$ cat config.mk
export PLATFORM = sky130hd
export DESIGN_NAME = ro_freq_counter
export DESIGN_NICKNAME = d
export VERILOG_FILES = /design/src/rtl/ro_freq_counter.sv
export SDC_FILE = /design/constraint.sdc
export NUM_CORES = 1
export LEC_CHECK = 0
export CORE_ASPECT_RATIO = 0.9
export CORE_UTILIZATION = 50
export CTS_CLUSTER_SIZE = 30
export DETAILED_ROUTE_END_ITERATION = 16
export PLACE_DENSITY = 0.72
export REMOVE_ABC_BUFFERS = 1
export SLEW_MARGIN = 20
export SYNTH_ARGS = -nofsm -noshare
export SYNTH_HDL_FRONTEND = slang
export SYNTH_SLANG_ARGS = --single-unit
$ cat constraint.sdc
create_clock -name wb_clk_i -period 5 [get_ports wb_clk_i]
set_clock_uncertainty 0.05 [all_clocks]
set_input_delay 0.75 -clock wb_clk_i [delete_from_list [all_inputs] [get_ports wb_clk_i]]
set_output_delay 0.75 -clock wb_clk_i [all_outputs]
set_load 0.005 [all_outputs]
$ cat src/rtl/ro_freq_counter.sv
// Ring-oscillator frequency counter: counts synchronized ro_i rising edges over a gate window and optionally sweeps sel..15.
// Latency: start_i to res_valid_o = 1 + SETTLE_CYCLES + N cycles (N = gate_len_i, or 2^GATE_W when gate_len_i is 0).
// Backpressure: the result is held in HOLD until res_valid_o & res_ready_i; no new measurement starts meanwhile. Optional min/max tracking: RO_FREQ_MINMAX_EN.
module ro_freq_counter #(
  parameter int GATE_W        = 16,
  parameter int CNT_W         = 24,
  parameter int SETTLE_CYCLES = 8
) (
  input  logic              wb_clk_i,
  input  logic              wb_rst_i,
  input  logic              ro_i,
  input  logic              start_i,
  input  logic              abort_i,
  input  logic              sweep_i,
  input  logic [3:0]        sel_i,
  input  logic [GATE_W-1:0] gate_len_i,
  output logic [3:0]        sel_o,
  output logic              busy_o,
  output logic              res_valid_o,
  input  logic              res_ready_i,
  output logic [CNT_W-1:0]  res_count_o,
  output logic [3:0]        res_sel_o,
  output logic              res_ovf_o
`ifdef RO_FREQ_MINMAX_EN
  ,
  output logic [CNT_W-1:0]  max_count_o,
  output logic [3:0]        max_sel_o,
  output logic [CNT_W-1:0]  min_count_o,
  output logic [3:0]        min_sel_o
`endif
);

  localparam int SW = (SETTLE_CYCLES > 1) ? $clog2(SETTLE_CYCLES) : 1;
  localparam logic [SW-1:0]     SETTLE_LOAD = SW'(SETTLE_CYCLES - 1);
  localparam logic [SW-1:0]     SETTLE_ONE  = SW'(1);
  localparam logic [GATE_W-1:0] GATE_ONE    = GATE_W'(1);
  localparam logic [CNT_W-1:0]  CNT_ONE     = CNT_W'(1);
  localparam logic [CNT_W-1:0]  CNT_MAX     = '1;

  typedef enum logic [1:0] {IDLE, SETTLE, GATE, HOLD} state_t;

  state_t             state, state_nxt;
  logic               sync1, sync2, sync3;
  logic               edge_pulse;
  logic [SW-1:0]      settle_cnt;
  logic [GATE_W-1:0]  gate_cnt;
  logic [GATE_W-1:0]  gate_len_q;
  logic               sweep_q;
  logic [CNT_W-1:0]   cnt, cnt_nxt;
  logic               ovf, ovf_nxt;
  logic               start_acc;
  logic               xfer;
  logic               sweep_adv;
  logic               settle_last;
  logic               gate_last;

  assign edge_pulse  = sync2 & ~sync3;
  assign busy_o      = (state != IDLE);
  assign start_acc   = (state == IDLE) && start_i && !abort_i;
  assign xfer        = (state == HOLD) && res_ready_i && !abort_i;
  assign sweep_adv   = xfer && sweep_q && (sel_o != 4'hF);
  assign settle_last = (state == SETTLE) && (settle_cnt == '0) && !abort_i;
  assign gate_last   = (state == GATE) && (gate_cnt == '0) && !abort_i;

  // Two-flop synchronizer plus edge register for the asynchronous oscillator input.
  always_ff @(posedge wb_clk_i or posedge wb_rst_i) begin
    if (wb_rst_i) begin
      sync1 <= 1'b0;
      sync2 <= 1'b0;
      sync3 <= 1'b0;
    end else begin
      sync1 <= ro_i;
      sync2 <= sync1;
      sync3 <= sync2;
    end
  end

  // State register.
  always_ff @(posedge wb_clk_i or posedge wb_rst_i) begin
    if (wb_rst_i) state <= IDLE;
    else          state <= state_nxt;
  end

  // Next-state logic; abort overrides every other event.
  always_comb begin
    state_nxt = state;
    case (state)
      IDLE:    if (start_i) state_nxt = SETTLE;
      SETTLE:  if (settle_cnt == '0) state_nxt = GATE;
      GATE:    if (gate_cnt == '0) state_nxt = HOLD;
      HOLD: begin
        if (res_ready_i) begin
          if (sweep_q && (sel_o != 4'hF)) state_nxt = SETTLE;
          else                            state_nxt = IDLE;
        end
      end
      default: state_nxt = IDLE;
    endcase
    if (abort_i) state_nxt = IDLE;
  end

  // Saturating edge count including the pulse seen this cycle; a dropped edge at full scale flags overflow.
  always_comb begin
    cnt_nxt = cnt;
    ovf_nxt = ovf;
    if (edge_pulse) begin
      if (cnt == CNT_MAX) ovf_nxt = 1'b1;
      else                cnt_nxt = cnt + CNT_ONE;
    end
  end

  // Measurement datapath: request capture, settle/gate timers, edge counter and result registers.
  always_ff @(posedge wb_clk_i or posedge wb_rst_i) begin
    if (wb_rst_i) begin
      sel_o       <= 4'd0;
      gate_len_q  <= '0;
      sweep_q     <= 1'b0;
      settle_cnt  <= '0;
      gate_cnt    <= '0;
      cnt         <= '0;
      ovf         <= 1'b0;
      res_valid_o <= 1'b0;
      res_count_o <= '0;
      res_sel_o   <= 4'd0;
      res_ovf_o   <= 1'b0;
    end else begin
      if (start_acc) begin
        sel_o      <= sel_i;
        gate_len_q <= gate_len_i;
        sweep_q    <= sweep_i;
        settle_cnt <= SETTLE_LOAD;
      end
      if (sweep_adv) begin
        sel_o      <= sel_o + 4'd1;
        settle_cnt <= SETTLE_LOAD;
      end
      if (state == SETTLE) begin
        settle_cnt <= settle_cnt - SETTLE_ONE;
        cnt        <= '0;
        ovf        <= 1'b0;
      end
      // Zero gate length wraps to all-ones here, giving a 2^GATE_W cycle window.
      if (settle_last) gate_cnt <= gate_len_q - GATE_ONE;
      if (state == GATE) begin
        gate_cnt <= gate_cnt - GATE_ONE;
        cnt      <= cnt_nxt;
        ovf      <= ovf_nxt;
      end
      if (gate_last) begin
        res_count_o <= cnt_nxt;
        res_sel_o   <= sel_o;
        res_ovf_o   <= ovf_nxt;
        res_valid_o <= 1'b1;
      end
      if (xfer || abort_i) res_valid_o <= 1'b0;
    end
  end

`ifdef RO_FREQ_MINMAX_EN
  // Running min/max over results handed off since the last accepted start; ties keep the earlier index.
  always_ff @(posedge wb_clk_i or posedge wb_rst_i) begin
    if (wb_rst_i) begin
      max_count_o <= '0;
      max_sel_o   <= 4'd0;
      min_count_o <= '0;
      min_sel_o   <= 4'd0;
    end else if (start_acc) begin
      max_count_o <= '0;
      max_sel_o   <= 4'd0;
      min_count_o <= '1;
      min_sel_o   <= 4'd0;
    end else if (xfer) begin
      if (res_count_o > max_count_o) begin
        max_count_o <= res_count_o;
        max_sel_o   <= res_sel_o;
      end
      if (res_count_o < min_count_o) begin
        min_count_o <= res_count_o;
        min_sel_o   <= res_sel_o;
      end
    end
  end
`endif

endmodule

After elaboration in Yosys (flattened, before gate mapping)
Cells that the tools add are included.
- flip-flop bits (word level): 100
- bits of input ports: 27
- output and inout bits: 35
- logic and storage cells: 78
- add/subtract/negate cells: 5
- eq/ne operators: 9
- multiplexer cells: 24
- bitwise operators: 2
- reduce and logical (&&, ||, !) cells: 23
- operators with widths (operator ; number):
    two-way mux 24 bit ; 4
    two-way mux 16 bit ; 2
    subtractor 16 x 1 -> 16 bit, second input constant ; 2
    adder 24 x 1 -> 24 bit, second input constant ; 1
    equality test 24 bit, second input constant ; 1
    zero test 16 bit ; 1
    logical AND 1 bit ; 11
    two-way mux 2 bit ; 5
    nonzero test 2 bit ; 5
    two-way mux 3 bit ; 3
    two-way mux 4 bit ; 2
    one-hot mux 2 bit (4 select lines) ; 1
    two-way mux 1 bit ; 7
    != test 3 x 2 -> 1 bit, second input constant ; 2
    != test 3 bit, second input constant ; 2
    adder 4 x 1 -> 4 bit, second input constant ; 1
    equality test 2 bit, second input constant ; 2
    != test 4 bit, second input constant ; 1
    AND reduction 4 bit ; 1
    zero test 3 bit ; 1
    nonzero test 3 bit ; 1
    subtractor 3 x 1 -> 3 bit, second input constant ; 1
    equality test 2 x 1 -> 1 bit, second input constant ; 1
    zero test 2 bit ; 1
    other kinds (4) ; 4

Logic depth before layout (Yosys ltp)
- depth after elaboration: 7
- gate-level depth with buffers: 13
- gate-level depth less buffers: 8

Worst setup path after synthesis
No wires, ideal clock.
- kind: register -> register
- from: register state[0]
- to: register gate_cnt[14]
- library setup time: 0.126 ns
- arrival time: 3.362 ns
- data required time: 4.824 ns
- setup slack: 1.461 ns
- stages on the path, launching flop included: 14
- buffers on the path: 5
- period minus slack after synthesis: 3.539 ns
- cell sequence: dfrtp_1 -> inv_1 -> ha_1 -> buf_4 -> buf_2 -> buf_6 -> clkbuf_1 -> clkbuf_1 -> mux2i_1 -> ha_1 -> o21ai_1 -> or4_1 -> a22o_1 -> a311o_1
- cells in the longest elaborated chain, start to end: 4
- elaborated cells between the ends (all ways): 6
- those cells by class: eq/ne: 2; mux: 1; reduce/logical: 3
- ends and longest elaborated chain (element ; RTL line ; source):
    from (decl) ; 42 ; state_t state, state_nxt;
    from (signal assigned) ; 81 ; else state <= state_nxt;
    equality test 2 x 1 -> 1 bit ; 62 ; assign settle_last = (state == SETTLE) && (settle_cnt == '0) && !abort_i;
    logical AND 1 bit (2 in a row) ; 62 ;
    nonzero test 2 bit (no line) ; -- ;
    to (signal assigned) ; 143 ; if (settle_last) gate_cnt <= gate_len_q - GATE_ONE;
    to (signal assigned) ; 145 ; gate_cnt <= gate_cnt - GATE_ONE;
    to (decl) ; 46 ; logic [GATE_W-1:0] gate_cnt;
Parallel ways exist; a longest one is shown, timed or not.
A chain may end at the register's enable or synchronous reset.

Worst setup path after layout
Ends and elaborated chain as after synthesis.

==> qor.txt <==
Status: finished clean
Worst setup EP type: flip-flop
DP HPWL: 9.02 mm
CTS root buf: clkbuf_16
Synth unique cells: 66
Max clock buf depth: 2
Iter 0 DRT Violations: 451
RSZ-0062 raised after global routing: no
RR Startpoint: state[0]
Kind of critical path: flip-flop to flip-flop
Top_reg_cell synth: dfrtp_1
DIE HEIGHT: 103 um
GRT Util Overall: 0.244
Port-buffer cells: 61
Final Critical Period: 3650 ps
Post-Syn Area: 5690 um2
Top post-synthesis cells by area: dfrtp_1, nand2_1, a21oi_1
Layout Cells excl Fill: 833
Nature of the critical path startpoint: flip-flop
Worst-path maximum fanout: 48
Post-synth EDFFs: 0
Total chip power: 3.11 mW
Final net count: 713
Initial antenna violation count: 0
Pin count of the biggest net entering global routing: 76
PD cells: 469 nW/um2
Initial core utilization: 0.520
Die width: 114 um
Pleak: 2.61 nW
Hold path start: sync1
Post-CTS sizing: 0
Max Cap Viol: 0
Final hold violations: 0
Mapped Cells: 644
Syn Area/Cell: 8.84 um2
Vias in the first global route: 4,581
Critical Path AT: 3830 ps
Most frequent cell after synthesis: dfrtp_1
Crit path from: state[0]
Synth async-reset ratio: 1.00
H-Tree Depth: 3
Hold_buf cts: 0
Router iterations before antenna repair: 5
TritonCTS Buffers: 9
Max Freq: 274 MHz
Yosys warns: 0
Fin crit share: 0.729
Peak supply drop: 0.258 mV
Vias per std cell: 5.88
Yosys top cell by area: dfrtp_1
DR DRC count: 0
Placed Cells: 817
First-pass GRT wire length: 22.3 mm
P&R area growth vs syn: 16.5%
Rows: 36
Ports: 62
Count of final setup violators: 0
Core box area: 10,900 um2
DRT Wirelength: 13.4 mm
Die ar.: 11,800 um2
Clock Latency Late Sink: 360 ps
Gpl congestion: 0.890
Clk sink count: 100
Clk pin slew, worst setup/hold paths: 70 ps
Post-DRT Antenna Nets: 0
Post-CTS Setup Bufs: 0
Rel. slew slack: 0.302
DR vias: 4,899
Most frequent cells after synthesis: dfrtp_1, nand2_1, nor2_1, a21oi_1
Yosys top cell area share: 0.439
Sequential element share of the synthesized area: 0.439
Worst EP required: 5180 ps
Yosys reg bits: 100
Wirelength per Cell: 16.1 um
Inserted Diodes: 0
Max-slew violations: 0
Worst-margin pin slew: 1040 ps
Fraction of layout cells with a size suffix above 1: 0.0573
Hold Crit Class: flip-flop to flip-flop
Total grt overflow: 0
CTS tree: yes
cells in the final DEF (no fill, tap or decap), types with 14 or more instances in the layout:
| master | count |
|---|---|
| a21oi_1 | 53 |
| nor4_1 | 14 |
| xnor2_1 | 17 |
| nor2_1 | 67 |
| dfrtp_1 | 100 |
| inv_1 | 15 |
| nor3_1 | 23 |
| nand3_1 | 26 |
| nand2_1 | 91 |
| clkdlybuf4s50_1 | 61 |
| mux2i_1 | 14 |
per-layer routing:
layer	routed length [um]	share of wire	GRT usage
met5	0	0	0
met4	182	0.014	0.0749
met3	891	0.066	0.0577
met2	5990	0.45	0.381
met1	6370	0.47	0.338
cells by family (layout without fill, tap and decap cells):
| logic type | after synthesis | after routing | share of synthesized area |
|---|---|---|---|
| AOI/OAI and AO/OA | 144 | 144 | 0.171 |
| adders and majority gates | 10 | 10 | 0.0220 |
| buffers and inverters | 62 | 99 | 0.0490 |
| xor gates and xnor gates | 27 | 27 | 0.0415 |
| DFF | 100 | 100 | 0.439 |
| muxes | 18 | 18 | 0.0325 |
| and+or+nand+nor | 283 | 283 | 0.245 |
registers in the layout, indices dropped and copies added, names as in the netlist, 2 cells and up:
register and cells:
gate_cnt 16, sel_o 4, res_count_o 24, cnt 24, settle_cnt 3, gate_len_q 16, res_sel_o 4, state 2
area by class of cell:
| cell class | count | area, um2 |
|---|---|---|
| Sequential cell | 100 | 2500 |
| Multi-Input combinational cell | 482 | 2920 |
| Tap cell | 152 | 190 |
| Timing Repair Buffer | 65 | 641 |
| Fill cell | 944 | 4310 |
| Inverter | 18 | 70.1 |
| Clock buffer | 13 | 270 |
| Clock inverter | 3 | 43.8 |
metrics by stage:
| step | TNS, ps | hold slack, ps | util | cell area [um2] | setup WS (ps) |
|---|---|---|---|---|---|
| floorplan | -3330 | 281 | - | 5480 | -317 |
| global placement | 0 | 283 | 0.577 | 6320 | 1560 |
| detailed placement | 0 | 287 | 0.577 | 6320 | 1410 |
| CTS | 0 | 302 | 0.606 | 6630 | 1400 |
| global route | 0 | 309 | 0.606 | 6630 | 1070 |
| finish | 0 | 300 | 0.606 | 6630 | 1350 |
critical path, stage by stage, from the launching register on:
cell and delay (ps):
dfrtp_1 400, inv_1 150, ha_2 650, buf_4 540
nor4b_1 390, o21ai_0 250, or4_1 600, a22o_1 200
a311o_1 280
worst paths after layout:
check,to,slack [ps],depth (start not counted)
max in group asynchronous,gate_len_q[13],3080,3
min reg2reg,sync2,300,0
min in group asynchronous,res_sel_o[2],910,2
min,sync2,300,0
max,gate_cnt[14],1350,8
max reg2reg,gate_cnt[14],1350,8
power by group:
group | internal [mW] | switching, mW | total, mW
clock network | 0.429 | 0.307 | 0.737
logic | 0.444 | 0.689 | 1.13
registers | 0.993 | 0.244 | 1.24
No activity file was read; power rests on OpenSTA's default activity.
